File: config.mk
export PLATFORM = sky130hd
export DESIGN_NAME = mem_line_seq
export DESIGN_NICKNAME = d
export VERILOG_FILES = /design/src/rtl/mem_ctrl_pkg.sv /design/src/rtl/mem_wdog.sv /design/src/rtl/mem_line_seq.sv
export SDC_FILE = /design/constraint.sdc
export NUM_CORES = 1
export LEC_CHECK = 0
export CORE_UTILIZATION = 50
export CTS_CLUSTER_DIAMETER = 100
export DETAILED_ROUTE_END_ITERATION = 6
export DONT_BUFFER_PORTS = 1
export SLEW_MARGIN = 20
export SYNTH_ARGS = -nofsm -noshare
export SYNTH_HDL_FRONTEND = slang
export SYNTH_SLANG_ARGS = --single-unit
File: constraint.sdc
create_clock -name clock -period 2.11 [get_ports clock]
set_input_delay 0.1055 -clock clock [delete_from_list [all_inputs] [get_ports clock]]
set_output_delay 0.1055 -clock clock [all_outputs]
set_load 0.05 [all_outputs]
File: src/rtl/mem_ctrl_pkg.sv
// Shared types and helpers for the cache-line memory sequencer.
package mem_ctrl_pkg;

    localparam int unsigned LINE_WORDS = 4;
    localparam int unsigned OFFS_W     = 2;

    typedef enum logic [1:0] {
        IDLE    = 2'd0,
        RD_BEAT = 2'd1,
        WR_BEAT = 2'd2,
        FIN     = 2'd3
    } seq_state_t;

    // Word index within a line for a given beat; wraps modulo LINE_WORDS.
    function automatic logic [OFFS_W-1:0] word_idx(input logic [OFFS_W-1:0] start_off,
                                                   input logic [OFFS_W-1:0] beat);
        return start_off + beat;
    endfunction

endpackage

File: src/rtl/mem_wdog.sv
// Per-beat watchdog: counts cycles without ready and flags the cycle the limit is hit.
module mem_wdog #(
    parameter int unsigned TIMEOUT_CYC = 15
) (
    input  logic clock,
    input  logic reset_n,
    input  logic start,
    input  logic ready,
    output logic expired
);

    localparam int unsigned CNT_W = $clog2(TIMEOUT_CYC + 1);

    logic [CNT_W-1:0] wait_cnt;

    always_ff @(posedge clock) begin
        if (!reset_n || start) begin
            wait_cnt <= '0;
        end else if (!ready && (wait_cnt != CNT_W'(TIMEOUT_CYC))) begin
            wait_cnt <= wait_cnt + CNT_W'(1);
        end
    end

    // A ready in the final cycle wins over the timeout.
    assign expired = !ready && (wait_cnt == CNT_W'(TIMEOUT_CYC - 1));

endmodule

File: src/rtl/mem_line_seq.sv
// Cache-line transfer sequencer: splits a line fill/writeback into four
// handshaked memory beats, returns fills critical-word-first, with a per-beat timeout.
module mem_line_seq
    import mem_ctrl_pkg::*;
#(
    parameter int unsigned AWIDTH      = 9,
    parameter int unsigned DWIDTH      = 8,
    parameter int unsigned TIMEOUT_CYC = 15
) (
    input  logic                       clock,
    input  logic                       reset_n,
    input  logic                       req_valid,
    input  logic                       req_write,
    input  logic [AWIDTH-1:0]          req_addr,
    input  logic [LINE_WORDS*DWIDTH-1:0] req_wline,
    output logic                       req_ready,
    output logic [LINE_WORDS*DWIDTH-1:0] rline,
    output logic                       crit_valid,
    output logic [DWIDTH-1:0]          crit_data,
    output logic                       done,
    output logic                       err,
    output logic                       rd_mem,
    output logic                       wr_mem,
    output logic [AWIDTH-1:0]          addr_mem,
    output logic [DWIDTH-1:0]          mem_wdata,
    input  logic [DWIDTH-1:0]          mem_rdata,
    input  logic                       ready_mem
);

    localparam int unsigned LINE_W = AWIDTH - OFFS_W;

    seq_state_t state, state_nxt;

    logic [LINE_W-1:0]                     line_q;
    logic [OFFS_W-1:0]                     start_off_q;
    logic [OFFS_W-1:0]                     beat_cnt;
    logic [LINE_WORDS-1:0][DWIDTH-1:0]     wline_q;
    logic [LINE_WORDS-1:0][DWIDTH-1:0]     rline_q;

    logic                in_beat;
    logic                last_beat;
    logic                accept;
    logic                expired;
    logic [OFFS_W-1:0]   cur_offs;
    logic [OFFS_W-1:0]   nxt_offs;

    logic                rd_nxt;
    logic                wr_nxt;
    logic                done_nxt;
    logic                err_nxt;
    logic                crit_nxt;
    logic [AWIDTH-1:0]   addr_nxt;
    logic [DWIDTH-1:0]   wdata_nxt;

    assign in_beat   = (state == RD_BEAT) || (state == WR_BEAT);
    assign last_beat = (beat_cnt == OFFS_W'(LINE_WORDS - 1));
    assign accept    = (state == IDLE) && req_valid;
    assign cur_offs  = word_idx(start_off_q, beat_cnt);
    assign nxt_offs  = word_idx(start_off_q, beat_cnt + OFFS_W'(1));
    assign req_ready = (state == IDLE);
    assign rline     = rline_q;

    // Watchdog restarts whenever a new beat begins or no beat is in flight.
    mem_wdog #(
        .TIMEOUT_CYC (TIMEOUT_CYC)
    ) u_wdog (
        .clock   (clock),
        .reset_n (reset_n),
        .start   (!in_beat || ready_mem),
        .ready   (ready_mem),
        .expired (expired)
    );

    always_ff @(posedge clock) begin
        if (!reset_n) begin
            state <= IDLE;
        end else begin
            state <= state_nxt;
        end
    end

    always_comb begin
        state_nxt = state;
        case (state)
            IDLE: begin
                if (req_valid) begin
                    state_nxt = req_write ? WR_BEAT : RD_BEAT;
                end
            end
            RD_BEAT, WR_BEAT: begin
                if (ready_mem) begin
                    if (last_beat) begin
                        state_nxt = FIN;
                    end
                end else if (expired) begin
                    state_nxt = FIN;
                end
            end
            FIN:     state_nxt = IDLE;
            default: state_nxt = IDLE;
        endcase
    end

    // Next values of the registered outputs; address/data hold until a beat completes.
    always_comb begin
        rd_nxt    = (state_nxt == RD_BEAT);
        wr_nxt    = (state_nxt == WR_BEAT);
        done_nxt  = (state_nxt == FIN);
        err_nxt   = in_beat && expired;
        crit_nxt  = (state == RD_BEAT) && ready_mem && (beat_cnt == '0);
        addr_nxt  = addr_mem;
        wdata_nxt = mem_wdata;
        if (accept) begin
            addr_nxt = {req_addr[AWIDTH-1:OFFS_W],
                        req_write ? OFFS_W'(0) : req_addr[OFFS_W-1:0]};
            if (req_write) begin
                wdata_nxt = req_wline[DWIDTH-1:0];
            end
        end else if (in_beat && ready_mem && !last_beat) begin
            addr_nxt = {line_q, nxt_offs};
            if (state == WR_BEAT) begin
                wdata_nxt = wline_q[nxt_offs];
            end
        end
    end

    always_ff @(posedge clock) begin
        if (!reset_n) begin
            rd_mem      <= 1'b0;
            wr_mem      <= 1'b0;
            done        <= 1'b0;
            err         <= 1'b0;
            crit_valid  <= 1'b0;
            crit_data   <= '0;
            addr_mem    <= '0;
            mem_wdata   <= '0;
            rline_q     <= '0;
            line_q      <= '0;
            start_off_q <= '0;
            beat_cnt    <= '0;
            wline_q     <= '0;
        end else begin
            rd_mem     <= rd_nxt;
            wr_mem     <= wr_nxt;
            done       <= done_nxt;
            err        <= err_nxt;
            crit_valid <= crit_nxt;
            addr_mem   <= addr_nxt;
            mem_wdata  <= wdata_nxt;
            if (accept) begin
                line_q      <= req_addr[AWIDTH-1:OFFS_W];
                start_off_q <= req_write ? OFFS_W'(0) : req_addr[OFFS_W-1:0];
                wline_q     <= req_wline;
                beat_cnt    <= '0;
            end else if (in_beat && ready_mem) begin
                beat_cnt <= beat_cnt + OFFS_W'(1);
            end
            if ((state == RD_BEAT) && ready_mem) begin
                rline_q[cur_offs] <= mem_rdata;
                if (beat_cnt == '0) begin
                    crit_data <= mem_rdata;
                end
            end
        end
    end

endmodule

After elaboration in Yosys (flattened, before gate mapping)

Index checks and enable logic that the tools add are counted.

Register bits after elaboration: 111
Input port bits: 54
Output and inout bits: 63
Logic and storage cells: 81

Add/sub/neg operators: 4
Order comparisons: 3
Eq/ne operators: 10
Multiplexer cells: 18
Bitwise gates (word level): 1
Reductions and logical operators: 24

Operators by type and width:

| cell                                                 | number |
|---|---|
| two-way mux 8 bit                                    | 6 |
| bitwise mux 32 bit                                   | 1 |
| two-way mux 9 bit                                    | 2 |
| binary-select mux 8 bit (select 2 bit)               | 1 |
| demux 8 bit (select 2 bit)                           | 1 |
| two-way mux 2 bit                                    | 6 |
| equality test 2 bit (second input constant)          | 5 |
| logical AND 1 bit                                    | 9 |
| < comparator 2 x 3 -> 1 bit (second input constant)  | 2 |
| case mux 2 bit (3 select lines)                      | 1 |
| adder 2 bit                                          | 2 |
| adder 4 x 1 -> 4 bit (second input constant)         | 1 |
| equality test 2 x 1 -> 1 bit (second input constant) | 2 |
| equality test 4 bit (second input constant)          | 1 |
| logical NOT 1 bit                                    | 4 |
| logical NOT 2 bit                                    | 2 |
| inequality test 4 bit (second input constant)        | 1 |
| nonzero test 2 bit                                   | 2 |
| OR reduction 2 bit                                   | 2 |
| logical OR 1 bit                                     | 3 |
| AND reduction 3 bit                                  | 1 |
| adder 2 x 1 -> 2 bit (second input constant)         | 1 |
| >= comparator 2 x 1 -> 1 bit (second input constant) | 1 |
| inequality test 2 bit (second input constant)        | 1 |
| 2 further kinds                                      | 2 |

Longest topological paths before layout

Gate-level depths: netlist of run 1.

Depth after elaboration: 7
Gate-level depth with buffers: 8
Mapped depth without buffers: 6

Hierarchy

From an unflattened synthesis of run 1, not the netlist that was laid out.

Cell total of the unflattened synthesis: 493
Area, all modules: 4,715.8 um2

Modules (own cells, without submodules):

| module       | times used | cells each | area each (um2) | sequential area each (um2) |
|---|---|---|---|---|
| mem_line_seq | 1          | 471        | 4,495.6         | 2,142.1 |
| mem_wdog     | 1          | 22         | 220.2           | 80.1 |

Worst setup path before layout of run 1

No wires, ideal clock.

Path type: flip-flop to flip-flop
Start point: register state[0]
End point: register mem_wdata[1]
Setup time: 74 ps
Data arrival time: 2,024 ps
Required time: 2,036 ps
Slack: 11 ps
Stages on the path, launching flop included: 9
Buffers on the path: 3
Period minus slack after synthesis: 2,099 ps
Cells stage by stage: dfxtp_1 inv_1 ha_1 and2_1 clkbuf_1 buf_2 clkbuf_1 nand2_1 a31oi_1

Elaborated cells on any way between the ends: 12
Those cells by class: eq/ne: 3; mux: 1; reduce/logical: 8

RTL lines:

| element                                                                             | line                | RTL |
|---|---|---|
| start, declared                                                                     | mem_line_seq.sv:32  | `seq_state_t state, state_nxt;` |
| start signal, assigned                                                              | mem_line_seq.sv:78  | `state <= state_nxt;` |
| logical NOT 2 bit *                                                                 | --                  |  |
| named net req_ready                                                                 | mem_line_seq.sv:16  | `output logic req_ready,` |
| logical AND 1 bit *                                                                 | mem_line_seq.sv:57  | `assign accept = (state == IDLE) && req_valid;` |
| inequality test 2 bit (no source line) / nonzero test 2 bit (equally long branches) | --                  |  |
| AND reduction 3 bit (no source line)                                                | --                  |  |
| end signal, assigned                                                                | mem_line_seq.sv:149 | `mem_wdata <= wdata_nxt;` |
| end, declared                                                                       | mem_line_seq.sv:25  | `output logic [DWIDTH-1:0] mem_wdata,` |

Mark *: on every way through the listed nets, which the timed path passes. The rest lies on a longest branch.
A chain may end at the register's enable or synchronous reset.

Worst setup path after layout of run 1

Start point: register beat_cnt[0]
End point: register mem_wdata[7]

Word-level cells in the longest chain between the ends: 7
Elaborated cells on any way between the ends: 12
Those cells by class: add/sub: 2; eq/ne: 1; mux: 5; reduce/logical: 4

Ends and longest elaborated chain:

| element                                 | line                | RTL |
|---|---|---|
| start, declared                         | mem_line_seq.sv:36  | `logic [OFFS_W-1:0] beat_cnt;` |
| start signal, assigned                  | mem_line_seq.sv:156 | `beat_cnt <= beat_cnt + OFFS_W'(1);` |
| adder 2 x 1 -> 2 bit                    | mem_line_seq.sv:59  | `assign nxt_offs = word_idx(start_off_q, beat_cnt + OFFS_W'(1));` |
| adder 2 bit                             | mem_ctrl_pkg.sv:17  | `return start_off + beat;` |
| binary-select mux 8 bit (select 2 bit)  | mem_line_seq.sv:122 | `wdata_nxt = wline_q[nxt_offs];` |
| two-way mux 8 bit (implied by the code) | mem_line_seq.sv:122 |  |
| two-way mux 8 bit                       | mem_line_seq.sv:121 | `if (state == WR_BEAT) begin` |
| two-way mux 8 bit                       | mem_line_seq.sv:119 | `end else if (in_beat && ready_mem && !last_beat) begin` |
| two-way mux 8 bit                       | mem_line_seq.sv:113 | `if (accept) begin` |

Parallel ways exist; a longest one is shown, timed or not. The select of a mux whose other input is x is not followed.

==> summary.txt, run 1 <==
outcome = complete, no violations
min Tclk post-route = 1950 ps
die area = 9750 um2
CP Data Required Time = 2360 ps
Util after Layout = 62.1%
total number of vias = 3386
Post-synth EDFFs = 0
CORE AREA = 8890 um2
synthesized area per cell = 9.49 um2
Die W = 98.7 um
worst-path maximum fanout = 9
R2R Setup Slk = 160 ps
Mapped Nets = 557
DR pass1 iterations = 4
slew margin rel. = 48.1%
max-cap viol count = 0
DR vias/cell = 5.20
post-synthesis register bit count = 111
clk buf depth = 2
Primary FF master, synth = dfxtp_1
setup TNS = 0 ps
Yosys cell types = 35
Post-synth top cells = dfxtp_1 (111), nand2_1 (94), mux2i_1 (63)
largest net degree at the start of global routing = 105
Overall Global Routing Usage = 21.9%
row cnt = 34
total clock sinks = 111
share of the synthesized area in the top cell type = 47.5%
final setup vio count = 0
Tcrit/Tclk final = 92.2%
largest family of logic cells by synthesized area = simple AND/OR/NAND/NOR gates
final hold viol count = 0
Top Ports = 117
Chip Height = 98.7 um
final cell count without fillers = 651
initial DRC count = 116
Synth Area in Adders = 2.67%
antenna viol nets, final = 0
async set-reset flop share out of synthesis = 0%
area delta synth->final = 17.9%
CTS tree = built
Pwr Density = 1120 nW/um2
sequential share of the synthesized area = 47.5%
leakage = 2.23 nW
detailed-route DRC error count = 0
cell with the most instances after synthesis = dfxtp_1
Port Buffers = 0
Ys Warns = 0
Starting Density = 52.6%
WL/cell = 15.8 um
Setup crit start = beat_cnt[0]
Worst R2R Start = beat_cnt[0]
Compound-Gate Fraction of Synth Area = 12.9%
Max IR drop VDD = 646 uV
total chip power = 0.00617 W
Mapped Cells = 493
Detailed Route WL = 10.3 mm
worst min-delay path class = in -> reg
Worst Path Class, Setup = reg -> reg
clock-pin slew of the registers on the worst-case setup and hold paths = 100 ps
xor/xnor share of the synthesized area = 1.90%
GP Congestion = 0.793
FMAX = 514 MHz
met3 wire len = 628 um
dpl ws = 152 ps
WP data arrival = 2200 ps
CTS Buf Count = 9
final worst slack = 164 ps
Hold Crit Start = req_valid
top routing layer in use = met4
GR Overflow Total = 0
Critical Path Source Type = register
layout cells sized above 1 = 6.45%
M1 WL = 4.79 mm
H-tree depth = 3
proportion of synthesized area in mux cells = 13.5%
area leader, netlist = dfxtp_1
RSZ-0062 raised after global routing = false
Antenna Cells = 0
vias in the first global route = 3266
simple-gate share of the synthesized area = 18.6%
CP Capture Type = register
root buffer cell = clkbuf_8
antenna violations before repair = 0
Post-Place Cells = 584
slew at the pin closest to its max-slew limit = 774 ps
Slew Viols, Final = 0
global-route wire length before repair = 16.7 mm
top area cells in the synthesized netlist = dfxtp_1 (47%), mux2i_1 (13%), nand2_1 (7.5%), a21boi_0 (6.6%), nor2b_1 (5.6%)
# Post-CTS Setup Buffers = 0
Final HPWL DP = 6.75 mm
Syn Std Cell Area = 4680 um2
Skew-Pair Late Insertion Delay = 380 ps
clock skew = 16.5 ps
Nets = 602
WL met2 = 4.79 mm
registers in the layout, summed over array words and instances (netlist names), 4 cells and up:
name and cells:
rline 32, wline_q 32, addr_mem 9, crit_data 8, mem_wdata 8, line_q 7, u_wdog.wait_cnt 4
layer usage:
metal  up-vias  GRT usage (%)
met5         -              0
met4         0           5.40
met3         8           7.45
met2        75           35.5
met1      1555           28.0
li1       1748              -
logic make-up (layout without fill, tap and decap cells):
group	count (synthesis)	after routing
AO/OA/AOI/OAI	84	84
AND/OR/NAND/NOR	183	183
flip-flops	111	111
adder cells (fa/ha/maj)	10	10
XOR/XNOR	6	6
buffers and inverters	36	86
multiplexers	63	63
final timing paths:
path	to	cells past startpoint
worst min register to register	wline_q[3]	2
worst min-delay path	rd_mem	3
worst max register to register	mem_wdata[7]	5
worst max-delay path	mem_wdata[7]	5
cells in the final DEF (no fill, tap or decap), drive strengths merged, types with 5 or more instances in the layout:
cell type,count
dfxtp,111
nand2,94
mux2i,63
dlygate4sd3,50
nor2b,42
a21boi,41
nor2,26
buf,12
o21ai,11
ha,10
inv,10
a31oi,9
clkbuf,9
nand3,8
o211a,8
a21oi,6
clkinv,5
stage by stage:
stage | hold WS [ps] | cell area (um2)
4_1_cts | 42.3 | 5520
6_report | 64.4 | 5520
5_1_grt | 79.5 | 5520
3_5_place_dp | 246 | 4790
3_3_place_gp | 245 | 4790
2_1_floorplan | 250 | 4680
power breakdown:
group	leakage [nW]	total, W	internal, W	switching [W]
Clock	0.103	0.00125	0.000468	0.000782
Sequential	0.905	0.00339	0.00247	0.000929
Combinational	1.22	0.00153	0.000654	0.000874
Total	2.23	0.00617	0.00359	0.00259
critical path, stage by stage, from the launching register on:
cell and delay [ps]:
dfxtp_1 380, inv_1 100, ha_1 340, xnor2_2 640
mux2i_1 270, a31oi_1 100
repair_timing:
action                                 4_1_cts  5_1_grt
hold buffers                                51        0
setup endpoints to repair                    0        3
endpoints found under the hold margin      111        0
gates resized for setup                      0        1
layout make-up:
type | count | area (um2)
inverter | 8 | 30.0
fill | 794 | 3370
clock inverter | 7 | 77.6
tap | 108 | 135
timing repair buffer | 62 | 611
multi-input combinational | 346 | 2320
sequential | 111 | 2220
clock buffer | 9 | 124
Note: power is estimated with default switching activity, not from simulation.
==> run 2, diff against run 1 <==
Settings changed: CORE_MARGIN set to 2, CORE_UTILIZATION 50 to 25, GPL_ROUTABILITY_DRIVEN set to 0.
==> run 2 against run 1 <==
  * Worst setup slack worse by 39 ps
  * Register-to-register slack worse by 40 ps
  * Worst hold slack better by 15 ps
  * Sequential cell count unchanged
  * Core utilization down 31 points
  * Critical path type unchanged
  * Cell count up 20%
  * Highest routed layer unchanged
  * Largest cell class unchanged
  * Routed wire length up 12%
  * Die area up 100%
  * Design area up 5.4%
  * Sequential power about the same
==> summary.txt, run 2 (synthesis gave the netlist of run 1 again) <==
outcome = complete, no violations
clock-pin slew of the registers on the worst-case setup and hold paths = 80 ps (-20 ps)
WP data arrival = 2220 ps (+20 ps)
Overall Global Routing Usage = 11.9% (-10 points)
Tcrit/Tclk final = 94.1% (+1.8 points)
final cell count without fillers = 781 (+20%)
top routing layer in use = met4
final instance area = 5810 um2 (+5.4%)
Starting Density = 25.3% (-27 points)
M1 WL = 5.61 mm (+17%)
DR pass1 iterations = 4 (unchanged)
Critical Path Source Type = register
most frequent cells in the layout = dfxtp_1 (111), nand2_1 (94), mux2i_1 (63)
Slew Viols, Final = 0 (unchanged)
Pwr Density = 1150 nW/um2 (+3.1%)
slew at the pin closest to its max-slew limit = 804 ps (+30.4 ps)
worst-path maximum fanout = 9 (unchanged)
Max IR drop VDD = 420 uV (-35%)
Slowest-stage cell, CP = xnor2_2
multi-input logic area = 2320 um2 (about the same)
slew margin rel. = 46.1% (-2.0 points)
GR Overflow Total = 0 (unchanged)
CTS tree = built
CTS Buf Count = 9 (unchanged)
CP Data Required Time = 2340 ps (-20 ps)
Worst R2R Start = beat_cnt[0]
root buffer cell = clkbuf_16
FF+latch area = 2220 um2 (unchanged)
vias in the first global route = 3260 (-0.18%)
final hold viol count = 0 (unchanged)
Worst Reg-to-Reg Cells = 5 (unchanged)
Util after Layout = 31.4% (-31 points)
# fillers = 1942 (+140%)
Placed Area = 4990 um2 (+4.3%)
detailed-route DRC error count = 0 (unchanged)
H-tree depth = 3 (unchanged)
most common cell after layout, fill and taps aside = dfxtp_1
leakage = 2.29 nW (+2.7%)
Worst Path Class, Setup = reg -> reg
total clock sinks = 111 (unchanged)
# Post-CTS Setup Buffers = 0 (unchanged)
initial DRC count = 191 (+65%)
final setup vio count = 0 (unchanged)
Port Buffers = 0 (unchanged)
FMAX = 504 MHz (-2.0%)
Top Ports = 117 (unchanged)
antenna violations before repair = 1 (+1)
post_cts resized = 0 (unchanged)
RSZ-0062 raised after global routing = false
max-cap viol count = 0 (unchanged)
Detailed Route WL = 11.6 mm (+12%)
worst min-delay path class = in -> reg
met3 wire len = 570 um (-9.2%)
min Tclk post-route = 1980 ps (+38.9 ps)
R2R Setup Slk = 130 ps (-40 ps)
Nets = 605 (+0.50%)
Die W = 141 um (+43%)
Hold Path Sink = start_off_q[1]
Final HPWL DP = 7.71 mm (+14%)
Post-Place Cells = 713 (+22%)
crit path cell chain = inv_1 -> ha_1 -> xnor2_2 -> mux2i_1 -> a31oi_1
DR vias/cell = 4.40 (-15%)
antenna viol nets, final = 0 (unchanged)
Critical R2R Capture = mem_wdata[5]
Hold Crit Start = req_write
CORE AREA = 18500 um2 (+110%)
largest net degree at the start of global routing = 104 (-0.95%)
global-route wire length before repair = 18.3 mm (+9.3%)
total number of vias = 3439 (+1.6%)
clk buf depth = 2 (unchanged)
layout cells sized above 1 = 6.78% (+0.33 points)
row cnt = 50 (+47%)
CP max stage delay = 670 ps (+30 ps)
clock skew = 10.2 ps (-6.36 ps)
setup TNS = 0 ps (unchanged)
Chip Height = 141 um (+43%)
hold depth = 3 (unchanged)
Skew-Pair Late Insertion Delay = 350 ps (-30 ps)
WL met2 = 5.24 mm (+9.3%)
CP Capture Type = register
WL/cell = 14.8 um (-6.3%)
area delta synth->final = 24.3%
die area = 19800 um2 (+100%)
## run 2: metal layers
metal  GRT usage, %  vias to the layer above
li1               -                     1764
met1           16.0                     1595
met2           18.1                       73
met3           3.60                        7
met4           3.95                        0
met5              0                        -
## run 2: what timing repair did
item	in CTS	in global routing
setup endpoints to repair	0	0
hold endpoints to repair	106	0
hold buffers	51	0
## run 2: where the power goes
group | switching, W | internal (W)
clock network | 0.000854 | 0.000835
registers | 0.000905 | 0.00247
logic | 0.000934 | 0.000706
## run 2: through the flow
step	total power, W	setup WS, ps	hold WS, ps
floorplan	0.00452	11.4	250
global placement	0.00497	190	254
detailed placement	0.00498	151	253
CTS	0.00684	118	43.9
global route	0.00712	19.6	78.9
finish	0.00670	125	79.5
## run 2: worst max-delay path by stage
stage	startpoint	endpoint	slack, ps	cells past startpoint
3_5_place_dp	beat_cnt[0]	mem_wdata[5]	150	5
5_1_grt	beat_cnt[0]	mem_wdata[5]	20	5
3_3_place_gp	beat_cnt[0]	mem_wdata[5]	190	5
6_report	beat_cnt[0]	mem_wdata[5]	130	5
4_1_cts	beat_cnt[0]	mem_wdata[5]	120	5
2_1_floorplan	state[0]	mem_wdata[1]	10	8
## run 2: area by class of cell
cell class                 instances  share of cell area [%]
antenna                            1                  0.0430
clock buffer                      10                    3.94
clock inverter                     6                    1.05
inverter                           8                   0.516
multi-input combinational        346                    39.9
sequential                       111                    38.2
tap                              234                    5.04
timing repair buffer              65                    11.3
## run 2: critical path, delay by kind of cell, from the launching register on
kind                     cells  cell delay, ps
multiplexers                 1             280
flip-flops                   1             380
buffers and inverters        1             100
adder cells (fa/ha/maj)      1             350
AO/OA/AOI/OAI                1             100
XOR/XNOR                     1             670
==> run 3, diff against run 2 <==
Settings changed: PLACE_DENSITY_LB_ADDON set to 0.12.
==> run 3 against run 2 <==
  * Non-clock buffer count up 1
  * Design area is 0.37% higher
  * Clock-buffer cell count unchanged
  * Critical path type unchanged
  * Largest cell class unchanged
  * Highest routed layer unchanged
==> summary.txt, run 3 (synthesis gave the netlist of run 1 again) <==
slew at the pin closest to its max-slew limit = 736 ps (-68.8 ps)
global-route wire length before repair = 18.8 mm (+3.1%)
switching share of power = 39.2% (-1.0 points)
Critical R2R Capture = mem_wdata[7]
Slew Viols, Final = 0 (unchanged)
max-cap viol count = 0 (unchanged)
vias in the first global route = 3477 (+6.7%)
die area = 19800 um2 (unchanged)
clk buf depth = 2 (unchanged)
most common cell after layout, fill and taps aside = dfxtp_1
total number of vias = 3495 (+1.6%)
FMAX = 526 MHz (+4.4%)
Starting Density = 25.3% (unchanged)
clock share of power = 26.2% (+1.0 points)
Setup crit start = beat_cnt[0]
crit path to = mem_wdata[7]
# Post-CTS Setup Buffers = 0 (unchanged)
worst min-delay path class = in -> reg
setup TNS = 0 ps (unchanged)
leakage = 2.30 nW (+0.45%)
Skew-Pair Late Insertion Delay = 350 ps (about the same)
GR Overflow Total = 0 (unchanged)
Net Sw Power = 0.00267 W (-1.1%)
Chip Height = 141 um (unchanged)
initial DRC count = 166 (-13%)
total clock sinks = 111 (unchanged)
Max IR drop VDD = 422 uV (+0.26%)
WL/cell = 15.2 um (+2.8%)
CTS tree = built
Final HPWL DP = 7.95 mm (+3.1%)
Pwr Density = 1170 nW/um2 (+1.1%)
Top Ports = 117 (unchanged)
min Tclk post-route = 1900 ps (-84.3 ps)
CORE AREA = 18500 um2 (unchanged)
Combinational Power Share = 24.2% (-0.3 points)
DR vias/cell = 4.48 (+1.6%)
hold-fix buffers at CTS = 51 (unchanged)
final hold viol count = 0 (unchanged)
clock-pin slew of the registers on the worst-case setup and hold paths = 70 ps (about the same)
Int Pwr = 0.00414 W (+3.2%)
root buffer cell = clkbuf_16
Die W = 141 um (unchanged)
clock skew = 9.00 ps (-1.16 ps)
Worst Path Class, Setup = reg -> reg
Critical Path Source Type = register
dpl ws = 192 ps (+40.8 ps)
post_cts resized = 0 (unchanged)
detailed-route DRC error count = 0 (unchanged)
Nets = 606 (+0.17%)
most frequent cells in the layout = dfxtp_1 (111), nand2_1 (94), mux2i_1 (63)
CP Capture Type = register
Worst Reg-to-Reg Cells = 5 (unchanged)
worst-path maximum fanout = 9 (unchanged)
final worst slack = 209 ps (+84.3 ps)
area delta synth->final = 24.7%
RSZ-0062 raised after global routing = false
largest net degree at the start of global routing = 104 (unchanged)
row cnt = 50 (unchanged)
Overall Global Routing Usage = 12.2% (+0.37 points)
Hold Crit Start = req_write
WP data arrival = 2130 ps (-90 ps)
final setup vio count = 0 (unchanged)
outcome = complete, no violations
layout cells sized above 1 = 6.96% (+0.18 points)
Worst R2R Start = beat_cnt[0]
antenna violations before repair = 1 (unchanged)
H-tree depth = 3 (unchanged)
CP Data Required Time = 2340 ps (about the same)
Detailed Route WL = 11.9 mm (+2.8%)
slew margin rel. = 50.7% (+4.6 points)
CTS Buf Count = 9 (unchanged)
DR pass1 iterations = 4 (unchanged)
Flop pwr share = 49.6% (-0.7 points)
antenna viol nets, final = 0 (unchanged)
hold depth = 3 (unchanged)
R2R Setup Slk = 210 ps (+80 ps)
Port Buffers = 0 (unchanged)
Tcrit/Tclk final = 90.1% (-4.0 points)
-- run 3: changes by cell type in the layout (fill, tap and decap cells not counted) --
cell        change
clkinv_8        -1
bufinv_16       +1
clkinvlp_4      +1
clkbuf_8        +1
buf_4           +1
clkbuf_1        -1
inv_6           -2
-- run 3: layer usage --
| metal | wire length [um] | global-route usage (%) |
|---|---|---|
| met1 | 5550 | 15.3 |
| met2 | 5300 | 19.4 |
| met3 | 793 | 4.59 |
| met4 | 248 | 4.26 |
| met5 | 0 | 0 |
-- run 3: power by group through the flow --
| stage | combinational [W] | clock, W | sequential, W |
|---|---|---|---|
| floorplan | 0.00115 | 0 | 0.00337 |
| finish | 0.00165 | 0.00178 | 0.00337 |
| detailed placement | 0.00155 | 0 | 0.00343 |
| CTS | 0.00168 | 0.00186 | 0.00338 |
| global route | 0.00184 | 0.00194 | 0.00342 |
| global placement | 0.00153 | 0 | 0.00343 |
-- run 3: per-stage QoR --
step,instance area [um2],instances,power (W),hold slack (ps),utilization [%]
global route,5830,780,0.00720,89.0,31.5
detailed placement,5000,714,0.00498,254,27.0
CTS,5830,780,0.00692,51.4,31.5
floorplan,4680,493,0.00452,250,-
finish,5840,781,0.00680,80.4,31.5
global placement,5000,714,0.00496,247,27.0
-- run 3: layout make-up --
class / instances / area, um2
antenna: 1 / 2.50
clock buffer: 10 / 239
clock inverter: 5 / 65.1
fill: 1950 / 12700
inverter: 8 / 30.0
multi-input combinational: 346 / 2320
sequential: 111 / 2220
tap: 234 / 293
timing repair buffer: 66 / 666
-- run 3: critical path: stages (launching register included) --
cell and delay [ps]:
dfxtp_1 370, inv_1 100, ha_1 350, xnor2_2 620, mux2i_1 250, a31oi_1 100
-- run 3: worst min-delay path by stage --
| stage | endpoint |
|---|---|
| floorplan | crit_data[0] |
| global placement | state[1] |
| detailed placement | line_q[5] |
| CTS | start_off_q[1] |
| global route | start_off_q[1] |
| finish | start_off_q[1] |
